[src/rtl/conv_layer_sequencer.sv]
// -----------------------------------------------------------------------------
// conv_layer_sequencer
//
// Control sequencer for one stride-1, no-padding convolution pass. For every
// output element (oc, oy, ox) it clears the MAC accumulator, walks the kernel
// window over all input channels while issuing memory read indices, lets the
// final read drain into the MAC, and then presents the element's coordinates
// under a valid/ready handshake. No data passes through this block.
//
// Ports
//   clk                  clock
//   rst_n                synchronous active-low reset
//   start                begin a pass (only looked at while idle)
//   busy                 pass in progress (CLEAR/FETCH/DRAIN/EMIT)
//   done                 one-cycle pulse closing a pass
//   rd_en                memory read strobe (data returns one cycle later)
//   act_entry/act_y/act_x  activation read index
//   wt_in/wt_out/wt_ky/wt_kx  weight read index
//   mac_clear            zero the accumulator
//   mac_en               accumulate the returning read data
//   out_valid            accumulator holds a finished element
//   out_ready            consumer accepts the presented element
//   out_ch/out_y/out_x   coordinates of the presented element
// -----------------------------------------------------------------------------
module conv_layer_sequencer #(
    parameter int NUM_INPUTS  = 1,
    parameter int NUM_OUTPUTS = 1,
    parameter int INPUT_DIM   = 5,
    parameter int KERNEL_DIM  = 3
) (
    input  logic        clk,
    input  logic        rst_n,
    input  logic        start,
    output logic        busy,
    output logic        done,
    output logic        rd_en,
    output logic [15:0] act_entry,
    output logic [15:0] act_y,
    output logic [15:0] act_x,
    output logic [15:0] wt_in,
    output logic [15:0] wt_out,
    output logic [15:0] wt_ky,
    output logic [15:0] wt_kx,
    output logic        mac_clear,
    output logic        mac_en,
    output logic        out_valid,
    input  logic        out_ready,
    output logic [15:0] out_ch,
    output logic [15:0] out_y,
    output logic [15:0] out_x
);

    localparam int OUT_DIM      = INPUT_DIM - KERNEL_DIM + 1;
    // Keeps the bounds below well-formed even for an illegal configuration,
    // which is rejected at elaboration anyway.
    localparam int OUT_DIM_SAFE = (OUT_DIM > 0) ? OUT_DIM : 1;

    localparam logic [15:0] LAST_IC  = 16'(NUM_INPUTS - 1);
    localparam logic [15:0] LAST_K   = 16'(KERNEL_DIM - 1);
    localparam logic [15:0] LAST_OC  = 16'(NUM_OUTPUTS - 1);
    localparam logic [15:0] LAST_POS = 16'(OUT_DIM_SAFE - 1);

    generate
        if (KERNEL_DIM > INPUT_DIM) begin : g_bad_kernel
            initial begin
                $display("conv_layer_sequencer: KERNEL_DIM (%0d) larger than INPUT_DIM (%0d)",
                         KERNEL_DIM, INPUT_DIM);
                $finish;
            end
        end
    endgenerate

    typedef enum logic [2:0] {
        ST_IDLE  = 3'd0,
        ST_CLEAR = 3'd1,
        ST_FETCH = 3'd2,
        ST_DRAIN = 3'd3,
        ST_EMIT  = 3'd4,
        ST_DONE  = 3'd5
    } state_e;

    state_e      state_q, state_d;
    logic [15:0] oc_q, oc_d;
    logic [15:0] oy_q, oy_d;
    logic [15:0] ox_q, ox_d;
    logic [15:0] ic_q, ic_d;
    logic [15:0] ky_q, ky_d;
    logic [15:0] kx_q, kx_d;
    logic        mac_en_q;

    // State and loop-counter registers
    always_ff @(posedge clk) begin
        if (!rst_n) begin
            state_q <= ST_IDLE;
            oc_q    <= 16'd0;
            oy_q    <= 16'd0;
            ox_q    <= 16'd0;
            ic_q    <= 16'd0;
            ky_q    <= 16'd0;
            kx_q    <= 16'd0;
        end else begin
            state_q <= state_d;
            oc_q    <= oc_d;
            oy_q    <= oy_d;
            ox_q    <= ox_d;
            ic_q    <= ic_d;
            ky_q    <= ky_d;
            kx_q    <= kx_d;
        end
    end

    // Read strobe delayed by the memory latency becomes the accumulate strobe
    always_ff @(posedge clk) begin
        if (!rst_n) begin
            mac_en_q <= 1'b0;
        end else begin
            mac_en_q <= rd_en;
        end
    end

    // Next-state and counter advance
    always_comb begin
        state_d = state_q;
        oc_d    = oc_q;
        oy_d    = oy_q;
        ox_d    = ox_q;
        ic_d    = ic_q;
        ky_d    = ky_q;
        kx_d    = kx_q;
        case (state_q)
            ST_IDLE: begin
                if (start) begin
                    state_d = ST_CLEAR;
                    oc_d    = 16'd0;
                    oy_d    = 16'd0;
                    ox_d    = 16'd0;
                end else begin
                    state_d = ST_IDLE;
                end
            end
            ST_CLEAR: begin
                ic_d    = 16'd0;
                ky_d    = 16'd0;
                kx_d    = 16'd0;
                state_d = ST_FETCH;
            end
            ST_FETCH: begin
                // kx fastest, then ky, then input channel
                if (kx_q != LAST_K) begin
                    kx_d = kx_q + 16'd1;
                end else begin
                    kx_d = 16'd0;
                    if (ky_q != LAST_K) begin
                        ky_d = ky_q + 16'd1;
                    end else begin
                        ky_d = 16'd0;
                        if (ic_q != LAST_IC) begin
                            ic_d = ic_q + 16'd1;
                        end else begin
                            ic_d    = 16'd0;
                            state_d = ST_DRAIN;
                        end
                    end
                end
            end
            ST_DRAIN: begin
                state_d = ST_EMIT;
            end
            ST_EMIT: begin
                // Position only moves once the consumer has taken the element
                if (out_ready) begin
                    state_d = ST_CLEAR;
                    if (ox_q != LAST_POS) begin
                        ox_d = ox_q + 16'd1;
                    end else begin
                        ox_d = 16'd0;
                        if (oy_q != LAST_POS) begin
                            oy_d = oy_q + 16'd1;
                        end else begin
                            oy_d = 16'd0;
                            if (oc_q != LAST_OC) begin
                                oc_d = oc_q + 16'd1;
                            end else begin
                                oc_d    = 16'd0;
                                state_d = ST_DONE;
                            end
                        end
                    end
                end else begin
                    state_d = ST_EMIT;
                end
            end
            ST_DONE: begin
                state_d = ST_IDLE;
            end
            default: begin
                state_d = ST_IDLE;
            end
        endcase
    end

    // Moore output decode; indices and coordinates are forced to zero outside
    // the states that own them
    always_comb begin
        busy      = 1'b0;
        done      = 1'b0;
        rd_en     = 1'b0;
        mac_clear = 1'b0;
        out_valid = 1'b0;
        act_entry = 16'd0;
        act_y     = 16'd0;
        act_x     = 16'd0;
        wt_in     = 16'd0;
        wt_out    = 16'd0;
        wt_ky     = 16'd0;
        wt_kx     = 16'd0;
        out_ch    = 16'd0;
        out_y     = 16'd0;
        out_x     = 16'd0;
        case (state_q)
            ST_IDLE: begin
                busy = 1'b0;
            end
            ST_CLEAR: begin
                busy      = 1'b1;
                mac_clear = 1'b1;
            end
            ST_FETCH: begin
                busy      = 1'b1;
                rd_en     = 1'b1;
                act_entry = ic_q;
                act_y     = oy_q + ky_q;
                act_x     = ox_q + kx_q;
                wt_in     = ic_q;
                wt_out    = oc_q;
                wt_ky     = ky_q;
                wt_kx     = kx_q;
            end
            ST_DRAIN: begin
                busy = 1'b1;
            end
            ST_EMIT: begin
                busy      = 1'b1;
                out_valid = 1'b1;
                out_ch    = oc_q;
                out_y     = oy_q;
                out_x     = ox_q;
            end
            ST_DONE: begin
                done = 1'b1;
            end
            default: begin
                busy = 1'b0;
            end
        endcase
    end

    assign mac_en = mac_en_q;

endmodule

[config.mk]
export PLATFORM = sky130hd
export DESIGN_NAME = conv_layer_sequencer
export DESIGN_NICKNAME = d
export VERILOG_FILES = /design/src/rtl/conv_layer_sequencer.sv
export SDC_FILE = /design/constraint.sdc
export NUM_CORES = 1
export LEC_CHECK = 0
export ABC_AREA = 1
export CAP_MARGIN = 20
export CORE_MARGIN = 4
export CORE_UTILIZATION = 40
export DETAILED_ROUTE_END_ITERATION = 10
export PLACE_DENSITY = 0.68
export SYNTH_ARGS = -nofsm -noshare
export SYNTH_HDL_FRONTEND = slang
export SYNTH_SLANG_ARGS = --single-unit
export TNS_END_PERCENT = 1
[constraint.sdc]
create_clock -name clk -period 2.1 [get_ports clk]
set_input_delay 0.315 -clock clk [delete_from_list [all_inputs] [get_ports clk]]
set_output_delay 0.315 -clock clk [all_outputs]
set_load 0.005 [all_outputs]
## After elaboration in Yosys (flattened, before gate mapping)

Index checks and enable logic that the tools add are counted.
Widths: inputs -> output; s select.

| word-level totals | value |
|---|---|
| register bits after elaboration | 100 |
| bits in latches | 0 |
| bits in writable memories | 0 |
| memory bits (read-only) | 0 |
| input bits | 4 |
| output and inout port bits | 166 |
| word-level logic and storage cells | 89 |
| memories kept | 0 |

| operators by class | value |
|---|---|
| $add $sub $neg | 8 |
| $mul | 0 |
| divide/modulo/power cells | 0 |
| magnitude comparators | 0 |
| eq/ne operators | 16 |
| shifts and indexed selects | 0 |
| muxes and demuxes | 45 |
| bitwise logic cells | 0 |
| reduce and logical (&&, ||, !) cells | 12 |

Operators by type and width:

| cell | number |
|---|---|
| $mux 16 | 25 |
| $pmux 16 s2 | 6 |
| $add 16x1->16 const B | 6 |
| $ne 16x2->1 const B | 4 |
| $add 16x16->16 | 2 |
| $reduce_bool 16->1 | 2 |
| $mux 3 | 7 |
| $pmux 3 s5 | 1 |
| $ne 2x2->1 const B | 7 |
| $reduce_and 3->1 | 3 |
| $eq 3x2->1 const B | 2 |
| $eq 3x3->1 const B | 2 |
| $mux 1 | 6 |
| $reduce_and 5->1 | 1 |
| $reduce_and 4->1 | 1 |
| $reduce_bool 2->1 | 2 |
| $reduce_or 4->1 | 1 |
| $eq 3x1->1 const B | 1 |
| $logic_not 3->1 | 1 |
| $reduce_and 2->1 | 1 |

## Depth between registers and ports, before layout

Gate-level depths: netlist of the first run.

| logic depth | value |
|---|---|
| depth in word-level cells | 6 |
| mapped depth | 12 |
| gate-level depth less buffers | 12 |

## Worst setup path before layout of the first run

No wires, ideal clock.

| timing path | value |
|---|---|
| path type | register to output |
| from | register ky_q[0] |
| to | output port act_y[14] |
| arrival | 1655 ps |
| required time | 1785 ps |
| setup slack | 130 ps |
| stages on the path, launching flop included | 13 |
| buffers on the path | 0 |
| path through | dfxtp_1 ha_1 inv_1 fa_1 inv_1 nand3_1 nand2_1 nand3_1 nand2_1 nand2_1 nand3_1 nand2_1 nor2_1 |

| on the way | value |
|---|---|
| word-level cells in the longest chain between the ends | 2 |

RTL lines:

| element | line | source |
|---|---|---|
| start: declaration | 87 | `logic [15:0] ky_q, ky_d;` |
| start signal: assignment | 107 | `ky_q <= ky_d;` |
| $add 16x16->16 | 232 | `act_y = oy_q + ky_q;` |
| $mux 16 | 220 | `case (state_q)` |
| end: declaration | 38 | `output logic [15:0] act_y,` |

No other way between the ends.

## Worst setup path after layout of the first run

| timing path | value |
|---|---|
| from | register ox_q[0] |
| to | output port act_x[8] |

| on the way | value |
|---|---|
| word-level cells in the longest chain between the ends | 2 |

RTL lines:

| element | line | source |
|---|---|---|
| start: declaration | 85 | `logic [15:0] ox_q, ox_d;` |
| start signal: assignment | 97 | `ox_q <= 16'd0;` |
| start signal: assignment | 105 | `ox_q <= ox_d;` |
| $add 16x16->16 | 233 | `act_x = ox_q + kx_q;` |
| $mux 16 | 220 |  |
| end: declaration | 39 | `output logic [15:0] act_x,` |

No other way between the ends.

==> results by group, run 1 <==
Synth
  • Share of Yosys cell area claimed by the top area cell type: 23.2%
  • Synth warn: 0
  • Cell taking the most area after synthesis: dfxtp_1
  • Synth Flop Type: dfxtp_1
  • Seq cells post-synth: 100
  • Post-synth cell types: 35
  • Syn_nets: ~1,600
  • Count leader, synth: nand2_1
  • Post-synth ARST share: 0%
  • Syn Inst Count: about 1,600
  • Syn avg cell area: 5.56 sq um
  • Main area contributors after synthesis: dfxtp_1 23%, nand2_1 18%, nor2_1 16%
  • Sequential area share after synthesis: between 20% and 30%
  • Top post-synthesis cells by count: 403 x nand2_1, 374 x nor2_1, 156 x inv_1
  • EDFF count, synth: 0
  • Post-Syn Area: roughly 8600 sq um

GRT
  • Gr usage total: 25.4%
  • Initial antenna violation count: 0
  • Overflow after GRT: 0
  • First-pass GRT wire length: 50,700 microns
  • Pin count of the biggest net entering global routing: 40
  • Number of global-route vias before repair: 10,216

CTS
  • Clock slew at reported path FFs: 0.07 ns
  • Clock latency on the worst-skew pair: 0.35 ns
  • Clock tree buffer depth: 2
  • Clock sink total: 100
  • Clk Tree Root Cell: clkbuf_16
  • CTS tree: done
  • Hold buffers post-CTS: 0
  • Num CTS Buffers: 9
  • CTS HTree Levels: 3

Drt
  • Vias per cell: around 5.2
  • DR WL/cell: approximately 15 microns
  • DRC violations left: 0
  • Antenna viol nets, final: 0
  • Total wire length: 31,300 microns
  • DR pass1 iterations: 5
  • Initial DRC count: 748
  • Via count: between 10,000 and 15,000

STA
  • Min Tclk post-route: 2.35 ns
  • Tightest Pin Transition: 0.423 ns
  • Max frequency: 426 MHz
  • # setup viols final: 65
  • Period utilisation layout: 112%
  • RSZ-0062 raised after global routing: yes
  • Rel. slew slack: approximately 70%
  • Final Hold Viols: 0
  • Final worst slack: -0.248 ns
  • Post-Route Setup TNS: -5.11 ns
  • Hold WS: 0.517 ns
  • Slew Limit Fails: 0
  • Setup Skew: 0.00934 ns

Cells and area
  • Post-layout util: 59.0%
  • Antenna diode count: 0
  • Fraction of layout cells with a size suffix above 1: 19.8%
  • Multi-input gate area: 6360 sq um
  • Layout Nets: 1,881
  • Synthesis-to-layout area growth: 44.4%
  • Seq. cell area: roughly 2000 sq um
  • Filler cells: 2,167

Placed design
  • DP Wirelength: 23,800 microns
  • Final GP Congestion: 0.932
  • Port Buffer Count: between 150 and 200

Min path
  • Hold Crit Endpoint: ic_q[13]
  • Hold Crit Depth: 2
  • Worst min path class: reg -> reg
  • Hold wc startpoint: ic_q[13]

Worst setup path
  • Slowest CP cell: dfxtp_2
  • Max stage delay on crit path: 0.36 ns
  • FF-to-FF End: oy_q[7]
  • Worst EP arrival: around 2.0 ns
  • FF-to-FF Start: ox_q[0]
  • CP dominant cell by count: nand3_2
  • Worst-path cell chain: ha_4, inv_2, fa_2, inv_2, nand3_2, nand2_2, nand3_2, nand2_4, nand3_4, nand3_2, nand2_1, nor2_1, buf_2
  • Reg2reg path depth: 14
  • CP required: between 1.5 and 2 ns
  • Startpoint types: flip-flop
  • FF-to-FF setup slack: 0.10 ns
  • CP Max Fanout: 3
  • CP Capture Type: primary output
  • Setup CP Type: reg -> out

Die
  • Core ar.: 21,200 sq um
  • Row count: 53
  • Chip width: 155 microns
  • Die area: 24,000 sq um
  • # IOs: 170
  • Die height: 155 microns
  • Starting density of the core: 40.8%

Power
  • Total Power: 0.00500 W
  • Maximum vdd drop: 0.389 mV
  • PD cells: about 400 nW/um^2
  • Leakage: 5.19 nW

Outcome
  • Outcome: finished, violations left
  • Failing checks: negative setup slack

Run
  • Max-cap check violation count: 0
metrics by stage:
step	instance area (sq um)	setup slack (ns)	instances
4_1_cts	12300	-0.262	2113
6_report	12500	-0.248	2113
5_1_grt	12500	-0.370	2113
3_5_place_dp	11600	-0.362	2091
2_1_floorplan	8640	0.130	1555
3_3_place_gp	11600	-0.348	2091
cells by family (layout without fill, tap and decap cells):
family | Yosys count | count (layout) | synth area share (%)
compound gates | 203 | 203 | 12.1
flops | 100 | 100 | 23.2
simple gates | 975 | 975 | 46.4
fa+ha+maj | 44 | 44 | 6.55
buf+inv | 221 | 504 | 10.6
xor+xnor | 12 | 12 | 1.22
area by class of cell:
class,instances,area share [%]
Multi-Input combinational cell,1234,51.0
Timing Repair Buffer,327,22.5
Sequential cell,100,16.4
Inverter,161,4.92
Tap cell,275,2.76
Clock buffer,12,1.98
Clock inverter,4,0.451
worst max-delay path by stage:
| stage | startpoint | to | slack (ns) | cells after the start |
|---|---|---|---|---|
| after detailed placement | ox_q[0] | act_x[14] | -0.36 | 13 |
| final | ox_q[0] | act_x[8] | -0.25 | 13 |
| after CTS | kx_q[0] | act_x[8] | -0.26 | 12 |
| after global routing | oy_q[0] | act_y[14] | -0.37 | 13 |
| after floorplan | ky_q[0] | act_y[14] | 0.13 | 12 |
| after global placement | ox_q[0] | act_x[14] | -0.35 | 13 |
routing by layer:
layer | GRT usage (%) | share of wire, % | up-vias
li1 | - | - | 5522
met1 | 35.1 | 46 | 4964
met2 | 41.9 | 46 | 367
met3 | 3.17 | 6.3 | 43
met4 | 6.64 | 2.1 | 0
met5 | 0 | 0 | -
cell usage in the layout, fill, tap and decap left out, drive strengths merged, types with 52 or more instances in the layout:
master / synthesis / layout
dlygate4sd2: 0 / 91
buf: 32 / 177
a21oi: 121 / 121
o21ai: 77 / 77
inv: 160 / 161
dfxtp: 100 / 100
nand3: 112 / 112
nor2: 377 / 377
nand2: 408 / 408
clkdlybuf4s50: 0 / 52
flip-flops by register name, indices dropped and copies added, names as in the netlist:
signal	flops
ic_q	16
kx_q	16
ky_q	16
mac_en	1
oc_q	16
ox_q	16
oy_q	16
state_q	3
worst max-delay path: cells and delay by family (launching register included):
family	cells	cell delay (ns)
flip-flops	1	0.36
buffers and inverters	3	0.21
adder cells (fa/ha/maj)	2	0.46
AND/OR/NAND/NOR	8	0.63
report_power, final:
part	switching, W	internal [W]
logic	0.000853	0.000435
registers	0.0000337	0.00193
clock network	0.000781	0.000970
total	0.00167	0.00334
what timing repair did:
item                                    CTS  global route
pin swaps                                25            16
endpoints found under the setup margin  164           111
resized for setup                       309            63
setup buffers                             6             0
(Power assumes the default switching activity.)
==> run 2: changes to the inputs <==
- PLACE_DENSITY: 0.68 -> unset
- PLACE_DENSITY_LB_ADDON: unset -> 0.08
==> run 2 against run 1 <==
  * The run still ends with negative setup slack left
  * Via count shrank 1.1%
  * Global-route usage shrank 0.36 points
  * Combinational power about the same
  * Sequential cell count is the same
  * Routed wire length shrank 2.0%
  * Worst hold slack got worse by 0.013 ns
  * Highest routed layer unchanged
==> results by group, run 2 (synthesis results as in run 1) <==
Cells and area
  • Fraction of layout cells with a size suffix above 1: 19.4% (was 19.8%)
  • Layout Nets: 1,884 (was 1,881)
  • Most common cell after layout, fill and taps aside: nand2_1 (unchanged)
  • Seq. cell area: 2040 sq um (about the same)
  • Most frequent cells in the layout: 385 x nand2_1, 352 x nor2_1, 150 x inv_1, 147 x buf_4, 104 x a21oi_1 (was 387 x nand2_1, 343 x nor2_1, 149 x inv_1, 138 x buf_4, 101 x a21oi_1)
  • Filler cells: 2,158 (was 2,167)
  • Final Non-Filler Cells: 2,116 (was 2,113)
  • Multi-input gate area: 6380 sq um (was 6360 sq um)
  • Synthesis-to-layout area growth: 44.7% (was 44.4%)
  • Post-layout util: 59.1% (was 59.0%)
  • Antenna diode count: 0 (unchanged)

Drt
  • M1 WL: 14,200 microns (was 14,400 microns)
  • Total wire length: 30,600 microns (was 31,300 microns)
  • Top layer in use: met4 (unchanged)
  • DR WL/cell: 14.5 microns (was 14.8 microns)
  • DR pass1 iterations: 6 (was 5)
  • Via count: 10,780 (was 10,896)
  • Initial DRC count: 628 (was 748)
  • Antenna viol nets, final: 0 (unchanged)
  • Vias per cell: 5.09 (was 5.16)
  • Routed met2 length: 13,900 microns (was 14,200 microns)
  • Met3 wire len: 1980 microns (was 1960 microns)
  • DRC violations left: 0 (unchanged)

CTS
  • Clock sink total: 100 (unchanged)
  • Clk Tree Root Cell: clkbuf_16 (unchanged)
  • Clock tree buffer depth: 2 (unchanged)
  • CTS tree: done (unchanged)
  • CTS HTree Levels: 3 (unchanged)
  • Num CTS Buffers: 9 (unchanged)
  • Clock latency on the worst-skew pair: 0.36 ns (was 0.35 ns)
  • Clock slew at reported path FFs: 0.07 ns (about the same)

STA
  • Tightest Pin Transition: 0.503 ns (was 0.423 ns)
  • Slew Limit Fails: 0 (unchanged)
  • Rel. slew slack: 66.4% (was 71.6%)
  • Setup Skew: 0.0126 ns (was 0.00934 ns)
  • Max frequency: 429 MHz (was 426 MHz)
  • Final worst slack: -0.232 ns (was -0.248 ns)
  • Final Hold Viols: 0 (unchanged)
  • # setup viols final: 51 (was 65)
  • Period utilisation layout: 111% (was 112%)
  • Hold WS: 0.504 ns (was 0.517 ns)
  • RSZ-0062 raised after global routing: yes (unchanged)
  • Min Tclk post-route: 2.33 ns (was 2.35 ns)

Placed design
  • DP Wirelength: 23,800 microns (about the same)
  • Port Buffer Count: 169 (unchanged)
  • Cell count after placement: 2,091 (unchanged)
  • Pre-CTS WS: -0.342 ns (was -0.362 ns)
  • Final GP Congestion: 0.936 (was 0.932)

Die
  • Starting density of the core: 40.8% (unchanged)
  • Die area: 24,000 sq um (unchanged)
  • # IOs: 170 (unchanged)
  • Core ar.: 21,200 sq um (unchanged)
  • Die height: 155 microns (unchanged)
  • Chip width: 155 microns (unchanged)
  • Row count: 53 (unchanged)

GRT
  • First-pass GRT wire length: 50,200 microns (was 50,700 microns)
  • Gr usage total: 25.0% (was 25.4%)
  • Pin count of the biggest net entering global routing: 35 (was 40)
  • Overflow after GRT: 0 (unchanged)
  • Number of global-route vias before repair: 10,201 (was 10,216)
  • Initial antenna violation count: 0 (unchanged)

Worst setup path
  • CP required: 1.78 ns (about the same)
  • CP Max Fanout: 3 (unchanged)
  • CP Capture Type: primary output (unchanged)
  • Setup CP Type: reg -> out (unchanged)
  • Worst EP arrival: 2.02 ns (was 2.03 ns)
  • Startpoint types: flip-flop (unchanged)

Power
  • Clock Power Share: 36.0% (was 35.0%)
  • Switching power: 0.00166 W (was 0.00167 W)
  • Pint: 0.00345 W (was 0.00334 W)
  • Sw frac: 32.5% (was 33.3%)
  • PD cells: 409 nW/um^2 (was 401 nW/um^2)
  • Combinational share of power: 25.4% (was 25.7%)
  • Sequential Power Share: 38.5% (was 39.3%)
  • Leakage: 5.45 nW (was 5.19 nW)
  • Maximum vdd drop: 0.453 mV (was 0.389 mV)

Run
  • Max-cap check violation count: 0 (unchanged)

Min path
  • Worst min path class: reg -> reg (unchanged)

Outcome
  • Outcome: finished, violations left (unchanged)
  • Failing checks: negative setup slack (unchanged)
[run 2: cell count changes in the layout (fill, tap and decap cells not counted), moves of 5 or more]
cell and delta:
nor2_1 +9, nor2_2 -11, dlymetal6s2s_1 +10, buf_6 -5, buf_4 +9, dlygate4sd2_1 +7, clkdlybuf4s50_1 -16
[run 2: timing repair]
action | CTS | global route
buffers inserted | 5 | 4
pin swaps | 31 | 18
resized for setup | 305 | 75
hold buffers | 0 | 0
endpoints found under the setup margin | 160 | 89
hold endpoints to repair | 0 | 0
[run 2: final cells by class]
cell class	count	area share [%]
multi-input cells	1234	51.0
repair buffers	330	22.5
flip-flops and latches	100	16.3
inverters	161	4.89
well taps	275	2.75
clock buffers	12	1.97
clock inverters	4	0.581
[run 2: worst paths after layout]
path	slack [ns]	cells after the start	end	startpoint
max	-0.23	13	act_y[14]	oy_q[0]
min	0.50	2	oc_q[15]	oc_q[15]
max reg2reg	0.16	12	ky_q[9]	kx_q[0]
min reg2reg	0.50	2	oc_q[15]	oc_q[15]
[run 2: worst max-delay path, stage by stage (launching register included)]
cell	delay, ns
dfxtp_2	0.36
ha_4	0.14
inv_2	0.03
fa_2	0.32
inv_2	0.07
nand3_2	0.07
nand2_2	0.10
nand3_2	0.07
nand2_2	0.07
nand2_1	0.06
nand3_1	0.09
nand2_1	0.05
nor2_1	0.10
buf_2	0.12
[run 2: power by group through the flow]
stage | clock (W) | combinational (W) | sequential, W
after floorplan | 0 | 0.000673 | 0.00201
after global placement | 0 | 0.00121 | 0.00200
after detailed placement | 0 | 0.00122 | 0.00200
after CTS | 0.00187 | 0.00126 | 0.00196
after global routing | 0.00194 | 0.00142 | 0.00197
final | 0.00184 | 0.00130 | 0.00197
[run 2: metal layers]
layer | track usage [%] | vias up
li1 | - | 5524
met4 | 5.51 | 0
met3 | 4.34 | 48
met1 | 34.2 | 4894
met2 | 41.4 | 314
met5 | 0 | -
[run 2: metrics by stage]
step	total power [W]	TNS, ns	area [sq um]
2_1_floorplan	0.00268	0	8640
3_3_place_gp	0.00320	-4.70	11600
4_1_cts	0.00510	-8.04	12300
3_5_place_dp	0.00322	-5.26	11600
6_report	0.00511	-5.52	12500
5_1_grt	0.00533	-10.59	12500
